<file path="config.mk">
export PLATFORM = sky130hd
export DESIGN_NAME = axis_result_packer
export DESIGN_NICKNAME = d
export VERILOG_FILES = /design/src/rtl/axis_result_packer.sv
export SDC_FILE = /design/constraint.sdc
export NUM_CORES = 1
export LEC_CHECK = 0
export ABC_AREA = 1
export ABC_CLOCK_PERIOD_IN_PS = 4900
export CAP_MARGIN = 5
export CORE_MARGIN = 5
export CORE_UTILIZATION = 25
export DETAILED_ROUTE_END_ITERATION = 8
export PLACE_DENSITY = 0.52
export SKIP_CTS_REPAIR_TIMING = 1
export SYNTH_ARGS = -nofsm -noshare
export SYNTH_HDL_FRONTEND = slang
export SYNTH_SLANG_ARGS = --single-unit
</file>
<file path="constraint.sdc">
create_clock -name clk -period 4.9 [get_ports clk]
set_input_delay 0.735 -clock clk [delete_from_list [all_inputs] [get_ports clk]]
set_output_delay 0.735 -clock clk [all_outputs]
set_load 0.005 [all_outputs]
</file>
<file path="src/rtl/axis_result_packer.sv">
// Serializes one wide PE result word into BEATS narrow AXI-Stream beats, LSB slice first,
// and marks the last beat of every FRAME_RESULTS-th result with tlast.
module axis_result_packer #(
  parameter int KERNEL_SIZE   = 3,
  parameter int DATA_WIDTH    = 8,
  parameter int WEIGHT_WIDTH  = 8,
  parameter int BUS_WIDTH     = 32,
  parameter int FRAME_RESULTS = 16,
  localparam int IN_WIDTH     = (DATA_WIDTH + WEIGHT_WIDTH + KERNEL_SIZE) * KERNEL_SIZE
) (
  input  logic                 clk,
  input  logic                 rst,
  input  logic [IN_WIDTH-1:0]  s_axis_tdata,
  input  logic                 s_axis_tvalid,
  output logic                 s_axis_tready,
  output logic [BUS_WIDTH-1:0] m_axis_tdata,
  output logic                 m_axis_tvalid,
  input  logic                 m_axis_tready,
  output logic                 m_axis_tlast,
  output logic                 busy
);

  localparam int BEATS  = (IN_WIDTH + BUS_WIDTH - 1) / BUS_WIDTH;
  localparam int HOLD_W = BEATS * BUS_WIDTH;
  localparam int BEAT_W = (BEATS > 1) ? $clog2(BEATS) : 1;
  localparam int RES_W  = (FRAME_RESULTS > 1) ? $clog2(FRAME_RESULTS) : 1;

  typedef enum logic {
    ST_IDLE,
    ST_SEND
  } state_e;

  state_e              r_state, w_state_nxt;
  logic [BEAT_W-1:0]   r_beat, w_beat_nxt;
  logic [RES_W-1:0]    r_res, w_res_nxt;
  // Held word is zero-extended to a whole number of beats so the top slice is padded.
  logic [HOLD_W-1:0]   r_hold, w_hold_nxt;

  logic                w_send;
  logic                w_last_beat;
  logic                w_res_last;
  logic [BUS_WIDTH-1:0] w_slice;

  assign w_send      = (r_state == ST_SEND);
  assign w_last_beat = (r_beat == BEAT_W'(BEATS - 1));
  assign w_res_last  = (r_res == RES_W'(FRAME_RESULTS - 1));

  // Select the beat slice currently presented on the output.
  always_comb begin
    w_slice = '0;
    for (int b = 0; b < BEATS; b++) begin
      if (r_beat == BEAT_W'(b)) w_slice = r_hold[b*BUS_WIDTH +: BUS_WIDTH];
    end
  end

  // Output decode; s_axis_tready passes m_axis_tready through on the last beat so a new
  // word can load in the same cycle the previous one finishes.
  always_comb begin
    busy          = w_send;
    m_axis_tvalid = w_send;
    m_axis_tdata  = w_send ? w_slice : '0;
    m_axis_tlast  = w_send & w_last_beat & w_res_last;
    s_axis_tready = ~rst & (~w_send | (w_last_beat & m_axis_tready));
  end

  // Next-state logic for FSM, beat counter, frame result counter and hold register.
  always_comb begin
    w_state_nxt = r_state;
    w_beat_nxt  = r_beat;
    w_res_nxt   = r_res;
    w_hold_nxt  = r_hold;
    case (r_state)
      ST_IDLE: begin
        if (s_axis_tvalid) begin
          w_hold_nxt  = HOLD_W'(s_axis_tdata);
          w_beat_nxt  = '0;
          w_state_nxt = ST_SEND;
        end
      end
      ST_SEND: begin
        if (m_axis_tready) begin
          if (w_last_beat) begin
            w_beat_nxt = '0;
            w_res_nxt  = w_res_last ? '0 : r_res + RES_W'(1);
            if (s_axis_tvalid) begin
              w_hold_nxt = HOLD_W'(s_axis_tdata);
            end else begin
              w_state_nxt = ST_IDLE;
            end
          end else begin
            w_beat_nxt = r_beat + BEAT_W'(1);
          end
        end
      end
      default: w_state_nxt = ST_IDLE;
    endcase
  end

  // State registers with asynchronous reset.
  always_ff @(posedge clk or posedge rst) begin
    if (rst) begin
      r_state <= ST_IDLE;
      r_beat  <= '0;
      r_res   <= '0;
      r_hold  <= '0;
    end else begin
      r_state <= w_state_nxt;
      r_beat  <= w_beat_nxt;
      r_res   <= w_res_nxt;
      r_hold  <= w_hold_nxt;
    end
  end

endmodule

</file>
==> metrics.md <==
| Metric | Value |
|---|---|
| Status | `finished clean` |
| Hpwl dp | `4.64 mm` |
| Maximum VDD drop | `~210 uV` |
| Global routing's busiest layer | `met2` |
| WHS | `between 0.5 and 0.6 ns` |
| Number of port buffers | `96` |
| Setup_tns | `0 ns` |
| Worst-skew pair later-pin latency | `roughly 0.32 ns` |
| Most frequent cells after synthesis | `65 x nand2_1, 63 x dfrtp_1, 63 x inv_1, 53 x o21ai_1, 25 x o22ai_1` |
| Setup crit end kind | `output pin` |
| Cell area after synthesis | `about 2800 sq um` |
| Synth Register Bits | `63` |
| Fin cells | `approximately 550` |
| N_diodes | `0` |
| Die ar. | `about 13000 sq um` |
| Least-Margin Pin Slew | `1.12 ns` |
| CP delay by family, top | `simple AND/OR/NAND/NOR gates` |
| Critical Path RT | `between 4 and 5 ns` |
| Slowest stage cell, crit path | `nand2_1` |
| Clock skew | `around 0.0054 ns` |
| Share of cells above drive strength 1 | `a little under 6%` |
| CP startpoint kind | `register` |
| Unrepaired setup endpoints after global routing | `no` |
| Worst EP arrival | `between 2 and 3 ns` |
| Post-DR wirelength/cell | `12.2 microns` |
| Worst Path Buf+Inv | `1` |
| Clock transition at the registers of the reported paths | `0.07 ns` |
| Num CTS Buffers | `9` |
| GR Util met3 | `4.21%` |
| Gr ovfl total | `0` |
| Starting Density | `25.4%` |
| Worst reg2reg setup slack | `around 3.0 ns` |
| Site row count | `38` |
| Ys flop type | `dfrtp_1` |
| Inst Count DP | `about 540` |
| Vias in the first global route | `between 2000 and 2500` |
| Distinct cell type count after synthesis | `21` |
| Yosys top cell area share | `57.2%` |
| Hold Path Class | `register to register` |
| Mean post-synth cell area | `about 8.7 sq um` |
| Leakage | `approximately 1.8 nW` |
| Worst setup path startpoint | `busy` |
| CP max stage delay | `between 0.6 and 0.7 ns` |
| Cell taking the most area after synthesis | `dfrtp_1` |
| WL final | `about 6.8 mm` |
| Crit path cell chain | `nand2_1 > o22ai_1 > clkdlybuf4s50_1` |
| Syn nets | `around 380` |
| Reg2reg start | `busy` |
| Drt pass-1 iters | `4` |
| Core Footprint | `10800 sq um` |
| Clock Tree Root | `clkbuf_8` |
| Fillers | `1122` |
| Routed Antenna Nets | `0` |
| DRT iter0 DRCs | `61` |
| Met1 usage | `14.0%` |
| Relative slew slack | `25.2%` |
| Final setup vio count | `0` |
| IO Count | `97` |
| H-tree depth | `3` |
| Sinks on Clock Net | `63` |
| Initial antenna violation count | `0` |
| Hold_sp | `r_res[2]` |
| Total Power | `0.00209 W` |
| Synth area leaders | `dfrtp_1 57%, o21ai_1 9.6%, nand2_1 8.9%` |
| Final Hold Viols | `0` |
| Synth async-reset ratio | `100%` |
| Top-count cell post-synth | `nand2_1` |
| Placer Congestion | `0.710` |
| Final period utilization | `around two thirds` |
| Global-route wire length before repair | `between 10 and 15 mm` |
| Seq/Total Area, Yosys | `~57%` |
| Fin nets | `471` |
| Total track usage | `between 10% and 20%` |
| Fin. max-slew vios | `0` |
| Die width | `roughly 110 microns` |
| Critical path peak fanout | `26` |
| EDFF count, synth | `0` |
| Remaining DRCs | `0` |
| Number of max-cap violations | `0` |
| Critical path type | `register to output pin` |
| Largest net degree at the start of global routing | `115` |
| Via count | `approximately 2300` |
| GR Util met2 | `~17%` |
| Longest Clk Path Bufs | `2` |
| Power Density | `between 500 and 600 nW/um^2` |
| Synth warnings | `0` |
| Area Growth Syn to Fin | `45.7%` |
| Min Tclk post-route | `between 3 and 4 ns` |
| Via-per-instance ratio | `between 4 and 5` |
| Maximum clock frequency | `~300 MHz` |
| CTS tree | `yes` |
| Synthesized instance count | `between 300 and 400` |
| Die height | `115 microns` |
## registers in the layout, summed over array words and instances, names as in the netlist
signal,cells
r_hold,57
busy,1
r_beat,1
r_res,4
## cell type report
class | count | area [sq um] | area share (%)
Inverter | 64 | 240 | 5.99
Clock inverter | 3 | 40.0 | 0.998
Clock buffer | 13 | 169 | 4.21
Multi-Input combinational cell | 172 | 828 | 20.6
Timing Repair Buffer | 99 | 983 | 24.5
Sequential cell | 63 | 1580 | 39.3
Tap cell | 140 | 175 | 4.37
## report_power, final
part	switching [W]	leakage [nW]	internal, W
registers	0.0000643	0.775	0.000725
clock network	0.000190	0.109	0.000275
logic	0.000408	0.906	0.000421
## stage by stage
step           utilization [%]  setup WS (ns)  instance area [sq um]
6_report                  37.0           1.63                   4010
5_1_grt                   37.0           1.40                   4010
4_1_cts                   37.0           1.53                   4010
3_5_place_dp              35.1           1.91                   3800
3_3_place_gp              35.1           1.94                   3800
2_1_floorplan                -           2.60                   2750
## per-layer routing
layer,vias up,share of wire (%)
li1,1185,-
met1,1042,47
met2,61,45
met3,8,6.8
met4,0,1.2
met5,-,0
## cells in the final DEF, fill, tap and decap left out, types with 2 or more instances in the layout
master / n
dfrtp_1: 63
a21oi_1: 2
o22ai_1: 25
inv_2: 2
nand2_1: 65
inv_1: 62
clkbuf_8: 12
o21ai_1: 53
clkdlybuf4s50_1: 96
nor2_1: 11
nand3_1: 3
buf_4: 3
o21ai_0: 7
clkinv_2: 2
## worst paths after layout
kind | to | depth (start not counted)
worst max-delay path | m_axis_tdata[21] | 3
worst min-delay path | r_res[2] | 1
worst max register to register | r_hold[21] | 6
worst min register to register | r_res[2] | 1
max in group asynchronous | r_res[1] | 3
min in group asynchronous | r_hold[23] | 2
## kinds of logic (layout without fill, tap and decap cells)
kind of cell	after synthesis	after routing	synth area share, %
flops	63	63	57.2
buf+inv	82	179	12.7
compound gates	88	88	17.5
xor+xnor	1	1	0.318
simple gates	82	82	11.8
fa+ha+maj	1	1	0.454
(Power assumes the default switching activity.)
